===== config.mk =====
export PLATFORM = sky130hd
export DESIGN_NAME = stopwatch_ctrl_flat
export DESIGN_NICKNAME = d
export VERILOG_FILES = /design/src/rtl/stopwatch_if.sv /design/src/rtl/stopwatch_ctrl.sv /design/src/flat_wrapper.sv
export SDC_FILE = /design/constraint.sdc
export NUM_CORES = 1
export LEC_CHECK = 0
export ABC_CLOCK_PERIOD_IN_PS = 1900
export BUFFER_PORTS_ARGS = -buffer_cell sky130_fd_sc_hd__buf_4
export CORE_MARGIN = 2
export CORE_UTILIZATION = 40
export CTS_BUF_LIST = sky130_fd_sc_hd__clkbuf_8
export DETAILED_ROUTE_END_ITERATION = 6
export GPL_TIMING_DRIVEN = 0
export SLEW_MARGIN = 20
export SYNTH_ARGS = -nofsm -noshare
export SYNTH_HDL_FRONTEND = slang
export SYNTH_SLANG_ARGS = --single-unit

===== constraint.sdc =====
create_clock -name clk -period 1.9 [get_ports clk]
set_input_delay 0.38 -clock clk [delete_from_list [all_inputs] [get_ports clk]]
set_output_delay 0.38 -clock clk [all_outputs]
set_load 0.02 [all_outputs]

===== src/rtl/stopwatch_if.sv =====
// stopwatch_if: button pulses in, run state and time counts out.
interface stopwatch_if;
    logic       start_stop_pulse;
    logic       clear_pulse;
    logic       running;
    logic [6:0] centis;
    logic [5:0] secs;
    logic [6:0] mins;
    logic       overflow;
    modport master (output start_stop_pulse, clear_pulse, input running, centis, secs, mins, overflow);
    modport slave (input start_stop_pulse, clear_pulse, output running, centis, secs, mins, overflow);
endinterface


===== src/rtl/stopwatch_ctrl.sv =====
// stopwatch_ctrl: run/stop/clear FSM with a CLK_DIV prescaler feeding a
// centis/secs/mins cascade; sticky overflow on wrap past MAX_MIN:59:99.
module stopwatch_ctrl #(
    parameter int CLK_DIV = 100000,
    parameter int MAX_MIN = 99
) (
    input logic        clk,
    input logic        rst,
    stopwatch_if.slave sw
);
    localparam int PW = $clog2(CLK_DIV);
    localparam logic [PW-1:0] PRE_MAX = PW'(CLK_DIV - 1);
    typedef enum logic [1:0] {IDLE, RUNNING, STOPPED} state_t;
    state_t        state_q, state_d;
    logic [PW-1:0] pre_q, pre_d;
    logic [6:0]    centis_q, centis_d, mins_q, mins_d;
    logic [5:0]    secs_q, secs_d;
    logic          overflow_q, overflow_d, running_q, running_d;
    logic          tick;
    always_ff @(posedge clk or posedge rst) begin
        if (rst) begin
            state_q    <= IDLE;
            pre_q      <= '0;
            centis_q   <= '0;
            secs_q     <= '0;
            mins_q     <= '0;
            overflow_q <= 1'b0;
            running_q  <= 1'b0;
        end else begin
            state_q    <= state_d;
            pre_q      <= pre_d;
            centis_q   <= centis_d;
            secs_q     <= secs_d;
            mins_q     <= mins_d;
            overflow_q <= overflow_d;
            running_q  <= running_d;
        end
    end
    always_comb begin
        state_d    = state_q;
        pre_d      = pre_q;
        centis_d   = centis_q;
        secs_d     = secs_q;
        mins_d     = mins_q;
        overflow_d = overflow_q;
        tick       = 1'b0;
        unique case (state_q)
            IDLE: begin
                if (sw.start_stop_pulse) state_d = RUNNING;
                else if (sw.clear_pulse) overflow_d = 1'b0;
            end
            RUNNING: begin
                // a stop on a tick edge freezes everything at pre-edge values
                if (sw.start_stop_pulse) state_d = STOPPED;
                else begin
                    tick  = pre_q == PRE_MAX;
                    pre_d = tick ? '0 : pre_q + 1'b1;
                end
            end
            STOPPED: begin
                if (sw.clear_pulse) begin
                    state_d    = IDLE;
                    pre_d      = '0;
                    centis_d   = '0;
                    secs_d     = '0;
                    mins_d     = '0;
                    overflow_d = 1'b0;
                end else if (sw.start_stop_pulse) state_d = RUNNING;
            end
            default: state_d = IDLE;
        endcase
        if (tick) begin
            centis_d = centis_q == 7'd99 ? '0 : centis_q + 7'd1;
            if (centis_q == 7'd99) secs_d = secs_q == 6'd59 ? '0 : secs_q + 6'd1;
            if (centis_q == 7'd99 && secs_q == 6'd59) begin
                mins_d     = mins_q == 7'(MAX_MIN) ? '0 : mins_q + 7'd1;
                overflow_d = overflow_q | (mins_q == 7'(MAX_MIN));
            end
        end
        running_d = state_d == RUNNING;
    end
    assign sw.running  = running_q;
    assign sw.centis   = centis_q;
    assign sw.secs     = secs_q;
    assign sw.mins     = mins_q;
    assign sw.overflow = overflow_q;
endmodule


===== src/flat_wrapper.sv =====
// flat-port wrapper written by rule: the top's interface ports become plain ports
module stopwatch_ctrl_flat 
#(
    parameter int CLK_DIV = 100000,
    parameter int MAX_MIN = 99
)
  (clk, rst, sw_start_stop_pulse, sw_clear_pulse, sw_running, sw_centis, sw_secs, sw_mins, sw_overflow);
  stopwatch_if sw_i ();
  input logic clk;
  input logic rst;
  input wire logic [$bits(sw_i.start_stop_pulse)-1:0] sw_start_stop_pulse;
  input wire logic [$bits(sw_i.clear_pulse)-1:0] sw_clear_pulse;
  output wire logic [$bits(sw_i.running)-1:0] sw_running;
  output wire logic [$bits(sw_i.centis)-1:0] sw_centis;
  output wire logic [$bits(sw_i.secs)-1:0] sw_secs;
  output wire logic [$bits(sw_i.mins)-1:0] sw_mins;
  output wire logic [$bits(sw_i.overflow)-1:0] sw_overflow;
  assign sw_i.start_stop_pulse = sw_start_stop_pulse;
  assign sw_i.clear_pulse = sw_clear_pulse;
  assign sw_running = sw_i.running;
  assign sw_centis = sw_i.centis;
  assign sw_secs = sw_i.secs;
  assign sw_mins = sw_i.mins;
  assign sw_overflow = sw_i.overflow;
  stopwatch_ctrl #(.CLK_DIV(CLK_DIV), .MAX_MIN(MAX_MIN)) u_core (.clk(clk), .rst(rst), .sw(sw_i));
endmodule

==> run metrics, run 1 <==
outcome=finished, final reports clean; I/O Buffers=25; Cells after Synth=238; hold_ws=0.0176 ns; Post-Route WL=4.91 mm; Max Used Layer=met4; TritonCTS Buffers=5; Worst Slack Setup Final=0.117 ns; Max transition margin=0.702; Least-Margin Pin Slew=0.446 ns; # rows=27; post-route clock period utilization=0.939; total track usage=0.163; initial antenna violation count=0; Synth Area per Inst=9.53 um^2; CTS max path bufs=2; leading cell type by number of instances after synthesis=dfrtp_1; clock tree from TritonCTS=built; fmax=0.561 GHz; asr flop ratio synth=1.00; Final Hold Viols=0; XOR/XNOR share of the synthesized area=0.0464; DP HPWL=3.28 mm; H-tree Lvls=2; 1st-iter DRT viols=73; Final #Nets=296; core area=0.00551 mm^2; Synth Register Bits=41; vias in the first global route=1748; WP data required=2.14 ns; Area contributors post-synth=dfrtp_1 45%, nand3_1 4.2%, nand2_1 4.0%; Placer Congestion=0.791; CTS root buf=clkbuf_8; worst slack at placement=-0.0974 ns; Worst Path Buf+Inv=2; GRT overflow=0; nature of the critical path startpoint=flip-flop; Vert. Die Dim=79.3 um; Slew Limit Fails=0; vias post-DR=1930; Yosys Warn Count=0; initial core utilization=0.412; first-pass GRT wire length=8.14 mm; Worst path max stage delay=0.47 ns; ys flop type=dfrtp_1; Post-DRT Antenna Nets=0; Post-synth top cells=41 x dfrtp_1, 24 x nand2_1, 21 x nor2_1; Sink Count=41; I/O pins=26; worst-path maximum fanout=10; Crit path max-delay family=simple AND/OR/NAND/NOR gates; Critical Path, Cell by Cell=nor4b_4, nand3_1, buf_4, nor3_4, buf_12, mux2i_1, a21o_1; Area Overhead vs Synth=28.8%; Adder-Cell Fraction of Synth Area=0.0221; min-delay worst type=input pin to asynchronous set/reset pin; WP data arrival=2.02 ns; largest family of logic cells by synthesized area=simple AND/OR/NAND/NOR gates; Clock Skew=0.0164 ns; Synth Cell Area=0.00227 mm^2; Clk Latency, worst-skew pair=0.30 ns; syn nets=246; largest net degree at the start of global routing=30; power density over the cells=865 mW/mm^2; First-pass DRT Iterations=4; Final setup viols=0; Max-Cap Viols=0; chip width=79.3 um; top-area cell type share of the netlist area=0.453; mux cell area share after synthesis=0.0182; DRC Markers=0; Post-synth EDFFs=0; met3 WL=179 um; # hold bufs at CTS=0; crit path time final=1.78 ns; crit path kind=flip-flop to flip-flop; Die ar.=0.00629 mm^2; M1 WL=2.30 mm; Via density=5.35; ratio of cells with drive above 1 in the final layout=0.287; metal2 WL=2.35 mm; Cell variety after synth=49; Clk pin slew, worst setup/hold paths=0.09 ns; cell taking the most area after synthesis=dfrtp_1; CP max stage cell=dfrtp_2; Synth Area in Simple Gates=0.305; register area share after synthesis=0.453; Lkg Pwr=0.00131 uW; Critical Path End Type=flip-flop; worst vdd ir=0.000738 V; Synth Area in Compound Gates=0.126; DR WL/cell=13.6 um; Ant. Diodes=0
metrics by stage:
stage	power [uW]	utilization	instance area (um^2)	std cells	TNS, ns
6_report	2530	0.530	2920	361	0
5_1_grt	2660	0.530	2920	361	-0.0987
4_1_cts	2470	0.494	2720	346	0
3_5_place_dp	1630	0.466	2560	336	-1.62
3_3_place_gp	1620	0.462	2540	335	-6.96
2_1_floorplan	1440	-	2270	238	0
placed cells by master, fill, tap and decap left out, types with 3 or more instances in the layout:
cell type  instances
nand3b_1           4
nand2_1           23
nand3_1           18
xnor2_1            8
nor2_1            21
or3_1              5
xor2_1             4
a31oi_1            4
dfrtp_1           36
buf_4             41
mux2i_1            3
nor3_1             5
clkbuf_8           5
a21oi_1            8
and3_1             5
dfrtp_2            5
or2_2              3
nand4_1            5
inv_1             12
o22ai_1            3
o21ai_0           14
cells by family after synthesis:
group                      Yosys count
DFF                                 41
AOI/OAI and AO/OA                   45
adders and majority gates            4
and+or+nand+nor                    116
buffers and inverters               16
xor gates and xnor gates            12
muxes                                4
area by class of cell:
type / instances / area (um^2)
Inverter: 13 / 48.8
Clock inverter: 3 / 65.1
Sequential cell: 41 / 1030
Clock buffer: 5 / 68.8
Fill cell: 487 / 2590
Timing Repair Buffer: 43 / 348
Multi-Input combinational cell: 181 / 1250
Buffer: 3 / 20.0
Tap cell: 72 / 90.1
report_power, final:
part	switching, uW	internal, uW
clock network	312	522
logic	290	281
registers	143	979
timing repair:
action,in CTS,in global routing
endpoints found under the setup margin,26,29
pin swaps,2,8
resized for setup,2,19
hold endpoints to repair,0,0
buffers inserted,2,15
state kept, by name, indices dropped and copies added, names as in the netlist:
name and flops:
u_core.sw.mins 7, u_core.sw.secs 6, u_core.state_q 2, u_core.sw.running 1
u_core.sw.centis 7, u_core.pre_q 17, u_core.sw.overflow 1
routing by layer:
metal,GRT usage,up-vias
li1,-,962
met1,0.223,927
met2,0.249,32
met3,0.0489,9
met4,0.0466,0
met5,0,-
final timing paths:
path / slack (ns) / startpoint / endpoint / cells after the start
worst max register to register: 0.12 / u_core.sw.centis[2] / u_core.sw.secs[2] / 7
min in group clk: 0.31 / sw_clear_pulse / u_core.sw.overflow / 2
worst max-delay path: 0.12 / u_core.sw.centis[2] / u_core.sw.secs[2] / 7
worst min register to register: 0.52 / u_core.pre_q[15] / u_core.pre_q[15] / 1
worst min-delay path: 0.02 / rst / u_core.sw.mins[0] / 2
max in group asynchronous: 1.41 / rst / u_core.state_q[1] / 3
Note: power is estimated with default switching activity, not from simulation.
==> inputs of run 2 (changes only) <==
ABC_CLOCK_PERIOD_IN_PS = 1500   (was 1900)
RECOVER_POWER = 25   (was unset)
clock period = 1.5 ns   (was 1.9 ns; I/O delays follow)
==> run 2 against run 1 <==
  * The flow now finishes with violations (setup timing)
  * Fmax is 1.4% lower
  * Largest cell class unchanged
  * Critical path depth rose by 1
  * Flip-flop and latch count unchanged
  * Power rose by 27%
==> run metrics, run 2 (synthesis gave the netlist of run 1 again) <==
outcome=finished, violations left; failing checks=setup timing; Worst Slack Setup Final=-0.309 ns (-0.426 ns); worst slack at placement=-0.494 ns (-0.396 ns); RSZ-0062 raised after global routing=yes; Largest register FFs=17 (unchanged); Top reg by flops=u_core.pre_q; DRC Markers=0 (unchanged); Sink Count=41 (unchanged); clock tree from TritonCTS=built; Switching Share=0.326 (+0.0317); min-delay worst type=input pin to flip-flop; post-route clock period utilization=1.21 (+0.267); DP HPWL=3.52 mm (+7.5%); hold_ws=0.250 ns (+0.233 ns); nature of the critical path startpoint=flip-flop; NetSw=1050 uW (+41%); Via density=5.41 (+1.3%); Clk pin slew, worst setup/hold paths=0.08 ns (about the same); Max transition margin=0.700 (-0.00291); Placer Congestion=0.812 (+2.7%); FF/Latch Area=0.00103 mm^2 (+0.24%); CTS root buf=clkbuf_8; initial antenna violation count=0 (unchanged); Post-DRT Antenna Nets=0 (unchanged); power density over the cells=966 mW/mm^2 (+12%); Final Util=0.604 (+0.0736); post-route cell area=0.00333 mm^2 (+14%); core area=0.00551 mm^2 (unchanged); WP data required=1.72 ns (-0.42 ns); GRT overflow=0 (unchanged); Clk Latency, worst-skew pair=0.29 ns (about the same); Area after DPL=0.00265 mm^2 (+3.2%); combinational share of power=0.306 (+0.080); # rows=27 (unchanged); Final Hold Viols=0 (unchanged); multi-input combinational cell area=0.00147 mm^2 (+18%); largest net degree at the start of global routing=31 (+3.3%); most common cell after layout, fill and taps aside=buf_4; fmax=0.553 GHz (-1.4%); First-pass DRT Iterations=4 (unchanged); 1st-iter DRT viols=67 (-8.2%); worst-path maximum fanout=5 (-5); CTS max path bufs=2 (unchanged); Final #Nets=316 (+6.8%); Final setup viols=36 (+36); initial core utilization=0.412 (unchanged); I/O pins=26 (unchanged); TritonCTS Buffers=5 (unchanged); total track usage=0.193 (+0.0301); commonest cells after routing, fill and taps aside=48 x buf_4, 34 x dfrtp_1, 21 x nand2_1, 13 x inv_1, 13 x nand3_1; WP data arrival=2.02 ns (about the same); clock share of power=0.250 (-0.080); Lkg Pwr=0.00145 uW (+10%); DR WL/cell=15.1 um (+11%); first-pass GRT wire length=9.58 mm (+18%); chip width=79.3 um (unchanged); Power, Total=3210 uW (+27%); Post-Route WL=5.75 mm (+17%); Slew Limit Fails=0 (unchanged); crit path kind=flip-flop to flip-flop; Ant. Diodes=0 (unchanged); Layout fillers=488 (+0.21%); Seq pwr share=0.444 (about the same); internal power=2160 uW (+21%); crit path time final=1.81 ns (+0.0255 ns); vias in the first global route=1954 (+12%); Clock Skew=0.00528 ns (-0.0111 ns); Least-Margin Pin Slew=0.450 ns (+0.00387 ns); Vert. Die Dim=79.3 um (unchanged); I/O Buffers=25 (unchanged); Area Overhead vs Synth=46.7%; Max-Cap Viols=0 (unchanged); Die ar.=0.00629 mm^2 (unchanged); H-tree Lvls=2 (unchanged); vias post-DR=2063 (+6.9%); Critical Path End Type=flip-flop; worst vdd ir=0.000743 V (+0.58%); ratio of cells with drive above 1 in the final layout=0.450 (+0.163)
[run 2: changes by cell type in the layout (fill, tap and decap cells not counted), sizes merged]
cell	previous run	this run
buf	45	63
bufinv	2	0
clkbuf	6	9
dlygate4sd3	0	1
[run 2: per-stage QoR]
| stage | TNS [ns] | instances |
|---|---|---|
| 2_1_floorplan | -3.62 | 238 |
| 3_3_place_gp | -28.53 | 335 |
| 3_5_place_dp | -11.90 | 336 |
| 4_1_cts | -6.10 | 371 |
| 5_1_grt | -11.57 | 381 |
| 6_report | -7.68 | 381 |
[run 2: final cells by class]
type / instances / area share
sequential: 41 / 0.311
clock inverter: 1 / 0.00150
buffer: 3 / 0.0120
clock buffer: 7 / 0.0290
tap: 72 / 0.0271
inverter: 13 / 0.0147
multi-input combinational: 181 / 0.443
timing repair buffer: 63 / 0.161
[run 2: what timing repair did]
action | 4_1_cts | 5_1_grt
pin swaps | 20 | 21
hold buffers | 1 | 0
gates resized for setup | 42 | 39
setup endpoints to repair | 38 | 38
buffers inserted | 23 | 13
endpoints found under the hold margin | 11 | 0
gates cloned | 3 | 0
[run 2: path summary, 6_finish.rpt]
kind                                     start                  end  slack (ns)  depth (start not counted)
max reg2reg                u_core.sw.centis[2]    u_core.sw.mins[6]       -0.31                          8
max in group asynchronous                  rst  u_core.sw.centis[3]        0.14                          4
min reg2reg                   u_core.pre_q[15]     u_core.pre_q[15]        0.55                          1
max                        u_core.sw.centis[2]    u_core.sw.mins[6]       -0.31                          8
min                             sw_clear_pulse   u_core.sw.overflow        0.25                          2
min in group asynchronous                  rst    u_core.sw.secs[3]        0.57                          3
[run 2: worst max-delay path, cell delays in order (launching register included)]
cell and delay [ns]:
dfrtp_2 0.45, nor4b_4 0.32, nand3_2 0.12, buf_4 0.16, nor4_4 0.21, buf_4 0.18
buf_6 0.12, o211ai_1 0.08, o21ai_1 0.09
[run 2: power by group through the flow]
stage | Clock (uW) | Sequential (uW) | Combinational, uW
after global routing | 864 | 1450 | 1070
after detailed placement | 0 | 1440 | 667
after global placement | 0 | 1430 | 650
final | 804 | 1430 | 982
after CTS | 822 | 1410 | 869
after floorplan | 0 | 1500 | 357
[run 2: routing by layer]
metal | vias to the layer above | global-route usage | routed length, um
met3 | 6 | 0.0364 | 240
met2 | 47 | 0.319 | 2850
met5 | - | 0 | 0
met1 | 1009 | 0.258 | 2610
met4 | 0 | 0.0534 | 48
li1 | 1001 | - | -
